`src/rtl/adc_scan_pkg.sv`:
```
// Shared types and constants for the MCP3008-class scanning front end.
package adc_scan_pkg;

  typedef enum logic [2:0] {
    IDLE,
    CS_LOW,
    BYTE0,
    BYTE1,
    BYTE2,
    STORE,
    CS_HIGH
  } state_t;

  localparam logic [7:0] START_BYTE = 8'h01;
  localparam logic [7:0] DUMMY_BYTE = 8'h00;
  localparam int SAMPLE_W = 10;
  localparam int CH_W     = 3;

  // Second command byte: SGL/DIFF flag, channel select, then don't-care bits.
  function automatic logic [7:0] byte1_cmd(input logic diff, input logic [CH_W-1:0] ch);
    return {~diff, ch, 4'b0000};
  endfunction

endpackage

```
`src/rtl/spi_byte_xfer.sv`:
```
// One MSB-first 8-bit SPI mode-0 exchange; sclk is high for the first half of each bit.
module spi_byte_xfer #(
  parameter int CLK_DIV = 8
) (
  input  logic       clk,
  input  logic       rst,
  input  logic       start,
  input  logic [7:0] tx,
  output logic [7:0] rx,
  output logic       done,
  output logic       sclk,
  output logic       mosi,
  input  logic       miso
);

  localparam int DIV_W = (CLK_DIV > 1) ? $clog2(CLK_DIV) : 1;

  logic             active_reg;
  logic [DIV_W-1:0] div_reg;
  logic [3:0]       half_reg;
  logic [6:0]       tx_sh_reg;
  logic [7:0]       rx_sh_reg;
  logic             sclk_reg;
  logic             mosi_reg;
  logic             div_last;

  assign div_last = (div_reg == DIV_W'(CLK_DIV - 1));
  assign done     = active_reg && div_last && (half_reg == 4'd15);
  assign rx       = rx_sh_reg;
  assign sclk     = sclk_reg;
  assign mosi     = mosi_reg;

  always_ff @(posedge clk) begin
    if (rst) begin
      active_reg <= 1'b0;
      div_reg    <= '0;
      half_reg   <= '0;
      tx_sh_reg  <= '0;
      rx_sh_reg  <= '0;
      sclk_reg   <= 1'b0;
      mosi_reg   <= 1'b0;
    end else begin
      // miso is taken during the first clk cycle of each sclk high phase
      if (active_reg && sclk_reg && (div_reg == '0))
        rx_sh_reg <= {rx_sh_reg[6:0], miso};

      if (start && (!active_reg || done)) begin
        active_reg <= 1'b1;
        div_reg    <= '0;
        half_reg   <= '0;
        sclk_reg   <= 1'b1;
        mosi_reg   <= tx[7];
        tx_sh_reg  <= tx[6:0];
      end else if (active_reg) begin
        if (div_last) begin
          div_reg  <= '0;
          half_reg <= half_reg + 4'd1;
          if (!half_reg[0]) begin
            sclk_reg  <= 1'b0;
            mosi_reg  <= tx_sh_reg[6];
            tx_sh_reg <= {tx_sh_reg[5:0], 1'b0};
          end else if (half_reg == 4'd15) begin
            active_reg <= 1'b0;
          end else begin
            sclk_reg <= 1'b1;
          end
        end else begin
          div_reg <= div_reg + DIV_W'(1);
        end
      end
    end
  end

endmodule

```
`src/rtl/adc_scan.sv`:
```
// Multi-channel MCP3008 scanner with valid/ready sample output.
// Optional auto-trigger timer enabled by defining ADC_SCAN_TIMER_EN.
module adc_scan
  import adc_scan_pkg::*;
#(
  parameter int NUM_CH  = 8,
  parameter int CLK_DIV = 8,
  parameter int CS_IDLE = 4,
  parameter int PERIOD  = 48000
) (
  input  logic                clk,
  input  logic                rst,
  input  logic                start_scan,
  input  logic [NUM_CH-1:0]   ch_mask,
  input  logic                diff_mode,
  output logic                spi_clk,
  output logic                spi_mosi,
  output logic                spi_cs,
  input  logic                spi_miso,
  output logic                busy,
  output logic                sample_valid,
  input  logic                sample_ready,
  output logic [SAMPLE_W-1:0] sample,
  output logic [CH_W-1:0]     sample_ch,
  output logic                scan_done
);

  localparam int TIMER_W = (CS_IDLE > 1) ? $clog2(CS_IDLE) : 1;

  state_t              state_reg;
  logic [7:0]          mask_reg;
  logic                diff_reg;
  logic [CH_W-1:0]     ch_reg;
  logic [1:0]          hi_reg;
  logic [7:0]          lo_reg;
  logic [TIMER_W-1:0]  timer_reg;
  logic                spi_cs_reg;
  logic                sample_valid_reg;
  logic [SAMPLE_W-1:0] sample_reg;
  logic [CH_W-1:0]     sample_ch_reg;
  logic                scan_done_reg;

  logic [7:0] mask_ext;
  logic [7:0] above;
  logic [3:0] first_sel;
  logic [3:0] next_sel;
  logic       trigger;
  logic       load;
  logic       xfer_start;
  logic [7:0] xfer_tx;
  logic [7:0] xfer_rx;
  logic       xfer_done;

  // {found, index} of the lowest set bit
  function automatic logic [3:0] first_set(input logic [7:0] v);
    logic [3:0] r;
    r = '0;
    for (int i = 7; i >= 0; i--)
      if (v[i]) r = {1'b1, 3'(i)};
    return r;
  endfunction

  for (genvar gi = 0; gi < 8; gi++) begin : g_mask
    if (gi < NUM_CH) begin : g_used
      assign mask_ext[gi] = ch_mask[gi];
    end else begin : g_pad
      assign mask_ext[gi] = 1'b0;
    end
    assign above[gi] = mask_reg[gi] && (3'(gi) > ch_reg);
  end

  assign first_sel = first_set(mask_ext);
  assign next_sel  = first_set(above);

`ifdef ADC_SCAN_TIMER_EN
  localparam int TICK_W = (PERIOD > 1) ? $clog2(PERIOD) : 1;
  logic [TICK_W-1:0] tick_reg;
  logic              tick;

  assign tick    = (tick_reg == TICK_W'(PERIOD - 1));
  assign trigger = start_scan | tick;

  always_ff @(posedge clk) begin
    if (rst)       tick_reg <= '0;
    else if (tick) tick_reg <= '0;
    else           tick_reg <= tick_reg + TICK_W'(1);
  end
`else
  assign trigger = start_scan;
`endif

  assign load = (state_reg == STORE) && (!sample_valid_reg || sample_ready);

  always_comb begin
    xfer_start = 1'b0;
    xfer_tx    = DUMMY_BYTE;
    case (state_reg)
      CS_LOW: begin
        xfer_start = 1'b1;
        xfer_tx    = START_BYTE;
      end
      BYTE0: begin
        xfer_start = xfer_done;
        xfer_tx    = byte1_cmd(diff_reg, ch_reg);
      end
      BYTE1:   xfer_start = xfer_done;
      default: ;
    endcase
  end

  spi_byte_xfer #(.CLK_DIV(CLK_DIV)) u_xfer (
    .clk   (clk),
    .rst   (rst),
    .start (xfer_start),
    .tx    (xfer_tx),
    .rx    (xfer_rx),
    .done  (xfer_done),
    .sclk  (spi_clk),
    .mosi  (spi_mosi),
    .miso  (spi_miso)
  );

  always_ff @(posedge clk) begin
    if (rst) begin
      state_reg        <= IDLE;
      mask_reg         <= '0;
      diff_reg         <= 1'b0;
      ch_reg           <= '0;
      hi_reg           <= '0;
      lo_reg           <= '0;
      timer_reg        <= '0;
      spi_cs_reg       <= 1'b1;
      sample_valid_reg <= 1'b0;
      sample_reg       <= '0;
      sample_ch_reg    <= '0;
      scan_done_reg    <= 1'b0;
    end else begin
      scan_done_reg <= 1'b0;
      if (sample_valid_reg && sample_ready)
        sample_valid_reg <= 1'b0;

      case (state_reg)
        IDLE: begin
          if (trigger) begin
            mask_reg <= mask_ext;
            diff_reg <= diff_mode;
            if (first_sel[3]) begin
              ch_reg     <= first_sel[2:0];
              spi_cs_reg <= 1'b0;
              state_reg  <= CS_LOW;
            end else begin
              scan_done_reg <= 1'b1;
            end
          end
        end
        CS_LOW: state_reg <= BYTE0;
        BYTE0:  if (xfer_done) state_reg <= BYTE1;
        BYTE1: begin
          if (xfer_done) begin
            hi_reg    <= xfer_rx[1:0];
            state_reg <= BYTE2;
          end
        end
        BYTE2: begin
          if (xfer_done) begin
            lo_reg    <= xfer_rx;
            state_reg <= STORE;
          end
        end
        STORE: begin
          // Holding here keeps the frame open until the consumer drains the last result
          if (load) begin
            sample_reg       <= {hi_reg, lo_reg};
            sample_ch_reg    <= ch_reg;
            sample_valid_reg <= 1'b1;
            spi_cs_reg       <= 1'b1;
            timer_reg        <= '0;
            state_reg        <= CS_HIGH;
          end
        end
        CS_HIGH: begin
          if (timer_reg == TIMER_W'(CS_IDLE - 1)) begin
            if (next_sel[3]) begin
              ch_reg     <= next_sel[2:0];
              spi_cs_reg <= 1'b0;
              state_reg  <= CS_LOW;
            end else begin
              scan_done_reg <= 1'b1;
              state_reg     <= IDLE;
            end
          end else begin
            timer_reg <= timer_reg + TIMER_W'(1);
          end
        end
        default: state_reg <= IDLE;
      endcase
    end
  end

  assign busy         = (state_reg != IDLE);
  assign spi_cs       = spi_cs_reg;
  assign sample_valid = sample_valid_reg;
  assign sample       = sample_reg;
  assign sample_ch    = sample_ch_reg;
  assign scan_done    = scan_done_reg;

endmodule

```
`config.mk`:
```
export PLATFORM = sky130hd
export DESIGN_NAME = adc_scan
export DESIGN_NICKNAME = d
export VERILOG_FILES = /design/src/rtl/adc_scan_pkg.sv /design/src/rtl/spi_byte_xfer.sv /design/src/rtl/adc_scan.sv
export SDC_FILE = /design/constraint.sdc
export NUM_CORES = 1
export LEC_CHECK = 0
export BUFFER_PORTS_ARGS = -buffer_cell sky130_fd_sc_hd__buf_2
export CAP_MARGIN = 20
export CORE_AREA = 4 4 97 99
export CTS_CLUSTER_SIZE = 30
export DETAILED_ROUTE_END_ITERATION = 10
export DIE_AREA = 0 0 101 103
export SYNTH_ARGS = -nofsm -noshare
export SYNTH_HDL_FRONTEND = slang
export SYNTH_SLANG_ARGS = --single-unit
```
`constraint.sdc`:
```
create_clock -name clk -period 3.6 [get_ports clk]
set_input_delay 0.18 -clock clk [delete_from_list [all_inputs] [get_ports clk]]
set_output_delay 0.18 -clock clk [all_outputs]
set_load 0.005 [all_outputs]
```
==> results.cfg <==
[critical_path]
crit_path_end_kind = flop
crit_path_start_kind = flop
worst-path-max-fanout = 17
worstSetupPathType = reg -> reg
critical_path_arrival_ns = 2.48
cp.required_ns = 3.89

[power_and_ir_drop]
total_power_mw = 1.65
p_per_area_mw_per_mm2 = 484
cellLeakagePower_nw = 1.31
ir_drop_uv = 203

[clocking]
root_buffer = clkbuf_8
hold_buffers = 0
post_cts_buffers = 0
insertion_delay_ns = 0.35
htree_levels = 3
clock-sinks = 67
cts_tree = built
cts-resized-gates = 0
clk_pin_slew_worst_paths_ns = 0.08
clock_path_buffers = 2
numCtsBuffers = 9

[yosys]
synthArstFlopShare_pct = 0
syn_nets = 384
synth_top_area_cell = dfxtp_1
ys.flop_type = dfxtp_1
ys_seq_area_share_pct = 44.5
synth_top_area_share_pct = 44.5
syn_inst = 365
syn_avg_cell_area_um2 = 8.26
ys_ff_latch = 67
synth.distinct_cells = 54
synth_edf_count = 0
synth.cell_area_mm2 = 0.00302
ys_warn_count = 0
synth_area_leaders = dfxtp_1 (44%), nand2_1 (9.7%), a21oi_1 (7.8%), mux2i_1 (5.3%), nor2_1 (4.0%)

[detailed_routing]
dr.pass1.iters = 4
drc = 0
vias = 2567
routed_wirelength_mm = 6.54
drt-initial-drc-count = 91
wire_per_inst_um = 13.0
ant_nets = 0
vias_per_cell = 5.10

[timing]
setup_tns_ns = 0
post-route-min-period_ns = 2.19
relSlewSlack_pct = 36.1
hold_viol_final = 0
finalCritPeriodShare_pct = 60.8
finClkSkew_ns = 0.00711
tightest_slew_ns = 0.956
rsz0062_at_grt = false
finalMaxSlewViolations = 0
max_freq_mhz = 457
setup_violations = 0

[floorplanning]
rows = 34
io_pins = 33
die_w_um = 101
die_area_mm2 = 0.0104
initial_utilization_pct = 35.3
core_area_mm2 = 0.00855
fp.dieH_um = 103

[outcome]
outcome = complete, no violations

[grt]
grt_pass1_wl_mm = 11.0
antenna_found_initial = 0
grt_overflow = 0
grt_util_all_layers_pct = 13.3
grt_max_degree = 57
grt_pass1_vias = 2313

[layout]
antenna_cells = 0
drive_gt1_share_pct = 14.4
largest_reg_flops = 10
nNetsFinal = 409
area_growth_pct = 13.3

[job]
cap_violations = 0

[placed_design]
portBuffers = 32
gp_congestion = 0.805
hpwl_mm = 4.56

[hold_path]
holdCritPathClass = in -> reg
==> stage by stage <==
stage / hold WS [ns] / utilization [%] / std cells / worst slack [ns] / instance area (um2)
2_1_floorplan: 0.311 / - / 365 / 1.77 / 3020
3_3_place_gp: 0.434 / 37.8 / 487 / 1.47 / 3230
3_5_place_dp: 0.439 / 37.8 / 487 / 1.43 / 3230
4_1_cts: 0.0516 / 40.0 / 503 / 1.41 / 3420
5_1_grt: 0.0678 / 40.0 / 503 / 1.22 / 3420
6_report: 0.0704 / 40.0 / 503 / 1.41 / 3420
==> cells in the mapped netlist (all sizes together) (2+ instances only) <==
library cell  number
nand2b             3
nor3b              2
dfxtp             67
o21bai             2
mux2i             16
nand2             78
nor3               6
nand3             14
nor2              33
buf                9
and2               3
o21ai              9
nand4              2
a21oi             47
nor2b              5
mux2               4
nor4b              3
a221oi             3
a31oi              4
clkbuf            10
nand3b             5
o31ai              2
o22ai              2
inv                8
nor4               2
ha                 5
==> cells by family after synthesis <==
group,Yosys count,share of synthesized area (%)
AOI/OAI and AO/OA,81,16.1
xor gates and xnor gates,2,0.581
adders and majority gates,5,2.07
buffers and inverters,27,3.98
DFF,67,44.5
muxes,20,6.80
and+or+nand+nor,163,26.0
==> cell usage in the layout, fill, tap and decap left out, types with 2 or more instances in the layout <==
master	instances
nor2b_1	5
a31oi_1	4
dfxtp_1	67
o22ai_1	2
nand3_1	14
nand2b_1	3
ha_1	5
clkinv_4	3
nor4b_2	2
inv_1	8
a221oi_1	3
nand3b_1	5
o21bai_1	2
clkinvlp_4	2
clkbuf_8	10
mux2i_1	16
nor3b_1	2
and2_1	3
nor3_1	6
mux2_1	4
o31ai_1	2
nand4_1	2
nor2_1	32
o21ai_0	8
buf_2	32
nand2_1	78
a21oi_1	47
==> final cells by class <==
cell class / instances / area [um2]
Sequential cell: 67 / 1340
Multi-Input combinational cell: 271 / 1560
Tap cell: 108 / 135
Timing Repair Buffer: 33 / 168
Inverter: 8 / 30.0
Clock buffer: 10 / 138
Clock inverter: 6 / 50.0
Fill cell: 900 / 5130
==> power breakdown <==
part / total, mW / internal (mW) / switching (mW) / leakage, nW
combinational: 0.236 / 0.101 / 0.135 / 0.674
clock: 0.583 / 0.274 / 0.309 / 0.0891
sequential: 0.834 / 0.775 / 0.0591 / 0.543
==> path summary, 6_finish.rpt <==
kind | startpoint | end | slack [ns] | cells after the start
worst max-delay path | state_reg[0] | ch_reg[2] | 1.41 | 5
worst min register to register | sample_ch[1] | sample_ch[1] | 0.45 | 2
worst max register to register | state_reg[0] | ch_reg[2] | 1.41 | 5
worst min-delay path | spi_miso | u_xfer.rx[0] | 0.07 | 3
==> metal layers <==
layer	GRT usage, %	part of all wire [%]	vias to the layer above
met5	0	0	-
met4	4.29	1.2	0
met3	4.60	4.9	10
met2	19.9	44	42
met1	18.0	50	1196
li1	-	-	1319
==> critical path, cell delays in order (launching register included) <==
cell,delay (ns)
dfxtp_1,0.46
nor4b_2,0.79
a21bo_1,0.29
a32o_2,0.26
a31oi_1,0.15
o221a_1,0.19
(Power assumes the default switching activity.)
